`src/rtl/dmem_arbiter.sv`:
```
// rtl/dmem_arbiter.sv - core/secondary-master arbiter for the single-port synchronous-read dmem
// Optional per-port grant counters are compiled in when DMEM_ARB_STATS_EN is defined.
module dmem_arbiter #(
  parameter int DATA_W   = 32,
  parameter int ADDR_W   = 32,
  parameter int MAX_WAIT = 4
) (
  input  logic              clk,
  input  logic              reset,
  input  logic              c_req,
  input  logic              c_we,
  input  logic [ADDR_W-1:0] c_addr,
  input  logic [DATA_W-1:0] c_wdata,
  output logic [DATA_W-1:0] c_rdata,
  output logic              c_ack,
  input  logic              x_req,
  input  logic              x_we,
  input  logic [ADDR_W-1:0] x_addr,
  input  logic [DATA_W-1:0] x_wdata,
  output logic [DATA_W-1:0] x_rdata,
  output logic              x_ack,
  output logic              mem_we,
  output logic [ADDR_W-1:0] mem_addr,
  output logic [DATA_W-1:0] mem_wdata,
  input  logic [DATA_W-1:0] mem_rdata,
  output logic              busy
`ifdef DMEM_ARB_STATS_EN
  ,
  output logic [15:0]       c_grant_cnt,
  output logic [15:0]       x_grant_cnt
`endif
);

  localparam int WCW = $clog2(MAX_WAIT + 1);
  localparam logic [WCW-1:0] WAIT_MAX = WCW'(MAX_WAIT);

  typedef enum logic [1:0] {
    IDLE   = 2'd0,
    ACCESS = 2'd1,
    DONE   = 2'd2
  } state_t;

  state_t            state_q;
  logic              owner_x_q;
  logic [WCW-1:0]    wait_cnt_q;
  logic [WCW-1:0]    wait_cnt_d;
  logic              x_wins_d;
  logic              mem_we_q;
  logic [ADDR_W-1:0] mem_addr_q;
  logic [DATA_W-1:0] mem_wdata_q;
  logic              c_ack_q;
  logic              x_ack_q;
  logic              busy_q;
  logic [DATA_W-1:0] c_rdata_q;
  logic [DATA_W-1:0] x_rdata_q;
`ifdef DMEM_ARB_STATS_EN
  logic [15:0]       c_grant_q;
  logic [15:0]       x_grant_q;
`endif

  // Winner selection and starvation counter update for the current IDLE cycle
  always_comb begin
    x_wins_d   = x_req & (~c_req | (wait_cnt_q == WAIT_MAX));
    wait_cnt_d = wait_cnt_q;
    if (x_wins_d) begin
      wait_cnt_d = '0;
    end else if (c_req && x_req && (wait_cnt_q != WAIT_MAX)) begin
      wait_cnt_d = wait_cnt_q + 1'b1;
    end
  end

  // Transaction FSM: latch winner in IDLE, drive memory in ACCESS, ack owner in DONE
  always_ff @(posedge clk) begin
    if (!reset) begin
      state_q     <= IDLE;
      owner_x_q   <= 1'b0;
      wait_cnt_q  <= '0;
      mem_we_q    <= 1'b0;
      mem_addr_q  <= '0;
      mem_wdata_q <= '0;
      c_ack_q     <= 1'b0;
      x_ack_q     <= 1'b0;
      busy_q      <= 1'b0;
      c_rdata_q   <= '0;
      x_rdata_q   <= '0;
`ifdef DMEM_ARB_STATS_EN
      c_grant_q   <= '0;
      x_grant_q   <= '0;
`endif
    end else begin
      case (state_q)
        IDLE: begin
          if (c_req || x_req) begin
            state_q     <= ACCESS;
            busy_q      <= 1'b1;
            owner_x_q   <= x_wins_d;
            wait_cnt_q  <= wait_cnt_d;
            mem_we_q    <= x_wins_d ? x_we    : c_we;
            mem_addr_q  <= x_wins_d ? x_addr  : c_addr;
            mem_wdata_q <= x_wins_d ? x_wdata : c_wdata;
`ifdef DMEM_ARB_STATS_EN
            if (x_wins_d) begin
              x_grant_q <= x_grant_q + 16'd1;
            end else begin
              c_grant_q <= c_grant_q + 16'd1;
            end
`endif
          end
        end
        ACCESS: begin
          state_q  <= DONE;
          mem_we_q <= 1'b0;
          c_ack_q  <= ~owner_x_q;
          x_ack_q  <= owner_x_q;
        end
        DONE: begin
          state_q <= IDLE;
          busy_q  <= 1'b0;
          c_ack_q <= 1'b0;
          x_ack_q <= 1'b0;
          if (owner_x_q) begin
            x_rdata_q <= mem_rdata;
          end else begin
            c_rdata_q <= mem_rdata;
          end
        end
        default: begin
          state_q  <= IDLE;
          busy_q   <= 1'b0;
          mem_we_q <= 1'b0;
          c_ack_q  <= 1'b0;
          x_ack_q  <= 1'b0;
        end
      endcase
    end
  end

  // Read data passes the memory output through during the ack cycle, then holds
  assign c_rdata   = c_ack_q ? mem_rdata : c_rdata_q;
  assign x_rdata   = x_ack_q ? mem_rdata : x_rdata_q;
  assign c_ack     = c_ack_q;
  assign x_ack     = x_ack_q;
  assign mem_we    = mem_we_q;
  assign mem_addr  = mem_addr_q;
  assign mem_wdata = mem_wdata_q;
  assign busy      = busy_q;
`ifdef DMEM_ARB_STATS_EN
  assign c_grant_cnt = c_grant_q;
  assign x_grant_cnt = x_grant_q;
`endif

endmodule

```
`config.mk`:
```
export PLATFORM = sky130hd
export DESIGN_NAME = dmem_arbiter
export DESIGN_NICKNAME = d
export VERILOG_FILES = /design/src/rtl/dmem_arbiter.sv
export SDC_FILE = /design/constraint.sdc
export NUM_CORES = 1
export LEC_CHECK = 0
export BUFFER_PORTS_ARGS = -buffer_cell sky130_fd_sc_hd__buf_2
export CAP_MARGIN = 10
export CORE_UTILIZATION = 51
export DETAILED_ROUTE_END_ITERATION = 6
export PLACE_DENSITY = 0.86
export SYNTH_ARGS = -nofsm -noshare
export SYNTH_HDL_FRONTEND = slang
export SYNTH_SLANG_ARGS = --single-unit
```
`constraint.sdc`:
```
create_clock -name clk -period 3.4 [get_ports clk]
set_input_delay 0.51 -clock clk [delete_from_list [all_inputs] [get_ports clk]]
set_output_delay 0.51 -clock clk [all_outputs]
set_load 0.01 [all_outputs]
```
# [Yosys cells after proc, flatten, opt, wreduce, memory -nomap -nowiden]
# Cells that the tools add are included.
[totals] word_cells=49 reg_bits=138 input_bits=166
[op_classes] n_addsub=1 n_reduce_logical=11 mux=15 n_eq_ne=5 bitwise_logic=6
[op_table] cell="$mux W32" n=4
[op_table] cell="$reduce_and A2 Y1" n=5
[op_table] cell="$pmux W1 S2" n=4
[op_table] cell="$mux W3" n=2
[op_table] cell="$not A1 Y1" n=4
[op_table] cell="$pmux W2 S2" n=1
[op_table] cell="$add A3 B1 Y3 const B" n=1
[op_table] cell="$eq A3 B3 Y1 const B" n=1
[op_table] cell="$mux W1" n=3
[op_table] cell="$ne A3 B3 Y1 const B" n=1
[op_table] cell="$reduce_and A3 Y1" n=1
[op_table] cell="$eq A2 B1 Y1 const B" n=1
[op_table] cell="$eq A2 B2 Y1 const B" n=1
[op_table] cell="$logic_and A1 B1 Y1" n=2
[op_table] cell="$logic_not A2 Y1" n=1
[op_table] cell="$mux W2" n=1
[op_table] cell="$ne A2 B2 Y1 const B" n=1
[op_table] cell="$reduce_bool A2 Y1" n=1
[op_table] cell="$and A1 B1 Y1" n=1
[op_table] cell="$logic_or A1 B1 Y1" n=1
[op_table] cell="$or A1 B1 Y1" n=1

# [Longest topological paths before layout]
# Gate-level depths: netlist of the first run.
[depth] word_depth=6 depth_mapped=8

# [Worst setup path before layout of the first run]
# Ideal clock, no wire load.
[synth_path] path_kind="register -> output" start="register c_ack_q (netlist: c_ack)" end="output c_rdata[10]" path_buffers=2 required_ns=2.890 slack_ns=1.715 arrival_time_ns=1.175 path_stages_with_launch=4 cell_sequence="dfxtp_1 > clkbuf_1 > buf_2 > mux2_2"
[synth_via] elab_chain_cells=1
[synth_rtl] element="start, declared" line_no="51" text="logic c_ack_q;"
[synth_rtl] element="start signal, assigned" line_no="113" text="c_ack_q <= ~owner_x_q;"
[synth_rtl] element="$mux W32" line_no="139" text="assign c_rdata = c_ack_q ? mem_rdata : c_rdata_q;"
[synth_rtl] element="end, declared" line_no="14" text="output logic [DATA_W-1:0] c_rdata,"
# Every way passes these cells.

# [Final worst setup path of the first run]
# Ends and elaborated chain as after synthesis.

==> results of run 1 <==
-- power groups by stage --
stage / Clock (mW) / Combinational, mW / Sequential, mW
floorplan: 0 / 0.417 / 1.86
global placement: 0 / 0.753 / 1.82
detailed placement: 0 / 0.769 / 1.82
CTS: 2.10 / 0.772 / 1.79
global route: 2.18 / 0.846 / 1.81
finish: 2.07 / 0.779 / 1.80
-- worst reg2reg max path, cell delays in order, from the launching register on --
cell	delay (ps)
dfxtp_1	360
inv_1	60
ha_1	240
a21boi_4	370
buf_4	530
o21ai_0	190
a311oi_1	350
-- final cells by class --
class | instances | area, sq um | share of cell area, %
multi-input cells | 554 | 3360 | 38.6
diodes | 7 | 17.5 | 0.202
clock inverters | 11 | 190 | 2.19
flip-flops and latches | 138 | 2760 | 31.8
well taps | 172 | 215 | 2.48
repair buffers | 314 | 1640 | 18.9
clock buffers | 21 | 480 | 5.53
inverters | 6 | 25.0 | 0.288
-- how the worst max path moves through the flow --
| stage | start | to | slack (ps) | depth (start not counted) |
|---|---|---|---|---|
| after floorplan | c_ack | c_rdata[10] | 1720 | 3 |
| after global placement | x_req | mem_addr[30] | 1090 | 5 |
| after detailed placement | x_req | mem_wdata[3] | 1030 | 5 |
| after CTS | c_ack | c_rdata[10] | 1140 | 3 |
| after global routing | c_ack | c_rdata[10] | 1100 | 3 |
| final | c_ack | c_rdata[10] | 1170 | 3 |
-- registers in the layout, summed over array words and instances (netlist names) --
signal and flops:
c_rdata_q 32, mem_addr 32, mem_wdata 32, x_rdata_q 32, wait_cnt_q 3, state_q 2
busy 1, c_ack 1, mem_we 1, owner_x_q 1, x_ack 1
-- synth_stat cells (2+ instances only) --
cell,number
buf_6,2
a311oi_1,64
buf_4,6
nand3_1,66
inv_1,5
buf_2,43
or3_1,2
nor2_2,2
o21ai_0,52
o21ai_1,13
dfxtp_1,138
ha_1,2
clkbuf_2,2
a21oi_1,132
nand2_1,133
clkbuf_1,36
nor2_1,4
mux2_2,64
-- stage by stage --
step	instance area (sq um)	utilization (%)	instances
after floorplan	6540	-	787
after global placement	8000	63.6	1184
after detailed placement	8000	63.6	1184
after CTS	8670	69.0	1216
after global routing	8680	69.0	1220
final	8690	69.1	1223
-- per-layer routing --
| metal | track usage (%) | wire, um |
|---|---|---|
| met5 | 0 | 17 |
| met4 | 16.3 | 869 |
| met3 | 8.91 | 1780 |
| met2 | 50.5 | 10200 |
| met1 | 35.2 | 8060 |
-- logic make-up (layout without fill, tap and decap cells) --
group,count (synthesis),count (layout),synth area share (%)
AOI/OAI and AO/OA,268,268,24.6
adders and majority gates,2,2,0.382
and+or+nand+nor,219,219,14.7
muxes,65,65,11.2
other,0,7,0
buffers and inverters,95,352,6.88
DFF,138,138,42.2
==> key figures, run 1 <==
Status
  • Status: finished clean

Detailed routing
  • Router iterations before antenna repair: 5
  • Post-Route WL: 20,900 um
  • Via/cell ratio: around 6
  • Starting DRT DRC Count: 750
  • ANT nets after route: 0
  • Residual DRC: 0
  • Wire length per cell: approximately 17 um
  • Via count: roughly 7,000

Timing
  • Setup Skew: between 4 and 5 ps
  • Max Freq: around 450 MHz
  • Fin. max-slew vios: 0
  • Setup TNS: 0 ps
  • Finish-stage setup viols: 0
  • Period Utilization, post-route: 65.7%
  • Hold_ws: 367 ps
  • RSZ-0062 raised after global routing: false
  • Rel. slew slack: approximately a third
  • Final Hold Viols: 0
  • Fin crit period: approximately 2200 ps
  • Worst-Margin Slew: between 900 and 1000 ps
  • Final worst setup slack: ~1200 ps

Clock tree
  • Setup Fix Bufs, Post-CTS: 0
  • Total CTS buffers: 17
  • # hold bufs at CTS: 0
  • Post_cts resized: 0
  • Clock Sinks: between 100 and 150
  • CTS tree: yes
  • Clk Latency, worst-skew pair: 410 ps
  • CTS clk-pin slew, worst paths: ~60 ps
  • CTS Root Cell: clkbuf_16
  • H-tree levels: 4
  • Max Root-Sink Buffers: 2

Worst hold path
  • Worst hold path type: in -> reg
  • Min-Delay Endpoint: x_rdata_q[12]
  • Hold path start: mem_rdata[12]
  • WHS Path Cells: 3

Pwr
  • Leakage power total: 3.77 nW
  • Logic pwr share: roughly 17%
  • Clock power frac: between 40% and 50%
  • Sequential Power Share: about two fifths
  • Power Density: 535 mW/mm^2
  • Max VDD drop: between 0.3 and 0.4 mV
  • Sw Ratio: a little over a quarter
  • Internal Power: between 3 and 4 mW
  • Sw power: around 1.2 mW
  • Pwr Total: roughly 4.6 mW

Worst setup path
  • Crit path kind: reg -> out
  • Start of the worst register-to-register path: wait_cnt_q[0]
  • CP cell instances: buf_4 -> mux2_2 -> buf_2
  • Critical Path Source Type: register
  • Worst EP required: around 2900 ps
  • Reg2Reg Depth: 6
  • Crit Path Max Fanout: 33
  • R2R setup slack: 1200 ps
  • Critical Path Sink Type: primary output
  • CP max stage cell: mux2_2
  • Critical path's largest stage delay: approximately 420 ps
  • CP arrival: 1720 ps
  • Delay-heaviest family, CP: buffers and inverters
  • Crit path buf inv count: 2
  • R2r endpoint: mem_wdata[18]

Placed design
  • I/O Buffers: 297
  • Dpl hpwl: ~14,000 um
  • GPL Wtd Cong: slightly above 0.8
  • Setup slack after placement: roughly 1000 ps

Logic synthesis
  • Ys async rst share: 0%
  • Syn. warnings: 0
  • Main synth FF type: dfxtp_1
  • Number of synthesized register bits: roughly 140
  • Share of the synthesized area in the top cell type: a little over two fifths
  • EDFF count, synth: 0
  • Post-synthesis cell area: about 0.0065 sq mm
  • Number of distinct library cells after synthesis: 39
  • Post-synth top area cell: dfxtp_1
  • Mapped Nets: 955
  • Syn Inst Count: 787
  • Mean Syn Cell Area: 8.31 sq um
  • Synth top area cells: dfxtp_1 (42%), mux2_2 (11%), a21oi_1 (10%)
  • Seq/Total Area, Yosys: roughly 42%

Floorplanning
  • Die width: roughly 120 um
  • Site Rows: between 40 and 50
  • Die footprint: 0.0133 sq mm
  • Die height: 115 um
  • I/O Pins: ~300
  • CORE AREA: approximately 0.013 sq mm
  • Initial core utilization: between 50% and 60%

Global route
  • First-pass GRT wire length: about 32,000 um
  • Pin count of the biggest net entering global routing: 80
  • GRT Total Usage: between 30% and 40%
  • Global route overflow: 0
  • Initial antenna violation count: 5
  • Vias in the first global route: ~6,400

Cells and area
  • Most frequent cells in the layout: buf_2 (297), dfxtp_1 (138), nand2_1 (133)
  • Share of layout cells above drive strength 1: between 40% and 50%
  • Fill cells: slightly above 1,000
  • Final nets: about 1,200
  • Layout area overhead: 32.8%
  • Commonest non-fill, non-tap cell in the layout: buf_2

Flow run
  • Max Cap Viol: 0
No activity file was read; power rests on OpenSTA's default activity.
==> run 2, diff against run 1 <==
--- a/config.mk
+++ b/config.mk
@@ -7,9 +7,9 @@
 export LEC_CHECK = 0
 export BUFFER_PORTS_ARGS = -buffer_cell sky130_fd_sc_hd__buf_2
 export CAP_MARGIN = 10
-export CORE_UTILIZATION = 51
+export CORE_UTILIZATION = 47
 export DETAILED_ROUTE_END_ITERATION = 6
-export PLACE_DENSITY = 0.86
+export PLACE_DENSITY = 0.8
 export SYNTH_ARGS = -nofsm -noshare
 export SYNTH_HDL_FRONTEND = slang
 export SYNTH_SLANG_ARGS = --single-unit
==> constraint.sdc (replaced) <==
create_clock -name clk -period 2.3 [get_ports clk]
set_input_delay 0.345 -clock clk [delete_from_list [all_inputs] [get_ports clk]]
set_output_delay 0.345 -clock clk [all_outputs]
set_load 0.01 [all_outputs]
==> run 2 against run 1 <==
Effect of this change: core utilization shrank 4.3 points; via count shrank 1.5%; global-route usage shrank 1.6 points; clock power grew 31%; sequential power grew 48%; routed wire length grew 1.3%; critical endpoint is now c_rdata[31]; largest power group unchanged.
==> key figures, run 2 (synthesis gave the netlist of run 1 again) <==
Floorplanning
  • Initial core utilization: 48.8% (-3.2 points)
  • Die width: 120 um (+4.1%)
  • I/O Pins: 298 (unchanged)
  • Site Rows: 42 (+2.4%)
  • Die height: 120 um (+4.1%)
  • CORE AREA: 0.0134 sq mm (+6.6%)
  • Die footprint: 0.0144 sq mm (+8.4%)

Timing
  • Max Freq: ~480 MHz
  • Fin crit period: 2070 ps
  • Finish-stage setup viols: 0 (unchanged)
  • Rel. slew slack: 54.2% (+19 points)
  • RSZ-0062 raised after global routing: false
  • Period Utilization, post-route: 90.0%
  • Worst-Margin Slew: 687 ps (-288 ps)
  • Hold_ws: 195 ps (-172 ps)
  • Setup TNS: 0 ps (unchanged)
  • Final Hold Viols: 0 (unchanged)
  • Setup Skew: 6.76 ps (+1.80 ps)
  • Fin. max-slew vios: 0 (unchanged)

Pwr
  • Max VDD drop: 0.573 mV (+54%)
  • Logic pwr share: 18.0% (+1.2 points)
  • Sequential Power Share: 40.6% (+2.0 points)
  • Pwr Total: 6.54 mW (+41%)
  • Sw power: 1.80 mW (+48%)
  • Leakage power total: 3.78 nW (+0.23%)
  • Clock power frac: 41.4% (-3.2 points)
  • Internal Power: 4.75 mW (+38%)
  • Power Density: 753 mW/mm^2 (+41%)
  • Sw Ratio: 27.4% (+1.4 points)

Clock tree
  • # hold bufs at CTS: 0 (unchanged)
  • CTS clk-pin slew, worst paths: 60 ps (about the same)
  • Clock Sinks: 138 (unchanged)
  • H-tree levels: 4 (unchanged)
  • Max Root-Sink Buffers: 2 (unchanged)
  • Post_cts resized: 0 (unchanged)
  • Clk Latency, worst-skew pair: 420 ps (about the same)
  • Setup Fix Bufs, Post-CTS: 0 (unchanged)
  • Total CTS buffers: 17 (unchanged)
  • CTS tree: yes
  • CTS Root Cell: clkbuf_16

Worst hold path
  • Worst hold path type: in -> reg
  • WHS Path Cells: 3 (unchanged)

Worst setup path
  • CP arrival: 1720 ps (about the same)
  • CP cell instances: buf_12 -> mux2_2 -> buf_2
  • CP max stage cell: dfxtp_1
  • Crit Path Max Fanout: 28 (-15%)
  • R2R setup slack: 290 ps (-910 ps)
  • Critical Path Source Type: register
  • Worst EP required: 1960 ps (-930 ps)
  • Critical Path Sink Type: primary output
  • Crit path kind: reg -> out
  • Reg2Reg Depth: 6 (unchanged)
  • Crit path buf inv count: 2 (unchanged)
  • Delay-heaviest family, CP: flip-flops
  • Critical path's largest stage delay: 530 ps (+110 ps)
  • Crit path depth: 3 (unchanged)

Global route
  • Vias in the first global route: 6,572 (+2.2%)
  • Initial antenna violation count: 3 (-2)
  • GRT Total Usage: 28.7% (-1.6 points)
  • Global route overflow: 0 (unchanged)
  • First-pass GRT wire length: 32,800 um (+3.3%)
  • Pin count of the biggest net entering global routing: 67 (-16%)

Detailed routing
  • Wire length per cell: 17.3 um (+1.1%)
  • Post-Route WL: 21,200 um (+1.3%)
  • Residual DRC: 0 (unchanged)
  • Via/cell ratio: 5.74 (-1.8%)
  • Via count: 7,037 (-1.5%)
  • ANT nets after route: 0 (unchanged)
  • Router iterations before antenna repair: 5 (unchanged)
  • Starting DRT DRC Count: 561 (-25%)

Placed design
  • Dpl hpwl: 13,800 um (about the same)
  • I/O Buffers: 297 (unchanged)
  • GPL Wtd Cong: 0.861 (+5.1%)

Cells and area
  • Share of layout cells above drive strength 1: 40.3% (+0.13 points)
  • Commonest non-fill, non-tap cell in the layout: buf_2
  • Layout area overhead: 32.8% (about the same)
  • Most frequent cells in the layout: buf_2 (297), dfxtp_1 (138), nand2_1 (133)
  • Final nets: 1,203 (+0.33%)
  • Fill cells: 1,159 (+12%)

Flow run
  • Max Cap Viol: 0 (unchanged)

Status
  • Status: finished clean
run 2: changes by cell type in the layout (fill, tap and decap cells not counted):
| cell | previous run | this run |
|---|---|---|
| bufinv_16 | 5 | 2 |
| clkinv_2 | 2 | 4 |
| buf_4 | 15 | 14 |
| clkbuf_1 | 0 | 1 |
| diode_2 | 7 | 2 |
| clkbuf_8 | 4 | 3 |
| clkinvlp_4 | 4 | 3 |
| clkinv_4 | 0 | 2 |
| buf_12 | 2 | 7 |
run 2: stage by stage:
step / util, % / cell area [sq um] / std cells / worst slack (ps)
after detailed placement: 60.4 / 8100 / 1192 / 297
after global routing: 64.9 / 8690 / 1226 / 125
after floorplan: - / 6540 / 787 / 757
after global placement: 60.4 / 8100 / 1192 / 363
after CTS: 64.8 / 8690 / 1224 / 187
final: 64.9 / 8690 / 1226 / 231
run 2: cell type report:
| cell class | instances | area [sq um] | area share, % |
|---|---|---|---|
| tap | 176 | 220 | 2.53 |
| inverter | 6 | 25.0 | 0.288 |
| antenna | 2 | 5.00 | 0.0576 |
| sequential | 138 | 2760 | 31.8 |
| multi-input combinational | 554 | 3360 | 38.6 |
| clock inverter | 11 | 120 | 1.38 |
| clock buffer | 21 | 470 | 5.41 |
| timing repair buffer | 318 | 1730 | 19.9 |
run 2: metal layers:
metal / global-route usage, % / vias to the layer above / share of wire [%]
met5: 0 / - / 0.052
li1: - / 3350 / -
met3: 7.65 / 56 / 8.8
met1: 33.4 / 3243 / 38
met4: 11.3 / 2 / 3.0
met2: 49.7 / 386 / 50
run 2: worst paths after layout:
| path | start | endpoint |
|---|---|---|
| setup reg to reg | wait_cnt_q[0] | mem_wdata[10] |
| hold reg to reg | c_rdata_q[8] | c_rdata_q[8] |
| setup / recovery | c_ack | c_rdata[31] |
| hold / removal | mem_rdata[20] | c_rdata_q[20] |
run 2: worst min-delay path: stages:
cell     delay [ps]
buf_2           120
nand2_1          50
a21oi_1          50
run 2: power groups by stage:
stage               Combinational (mW)  Clock, mW  Sequential, mW
global placement                  1.15          0            2.70
detailed placement                1.17          0            2.70
CTS                               1.17       2.75            2.65
global route                      1.28       2.85            2.68
finish                            1.18       2.71            2.66
floorplan                        0.617          0            2.75
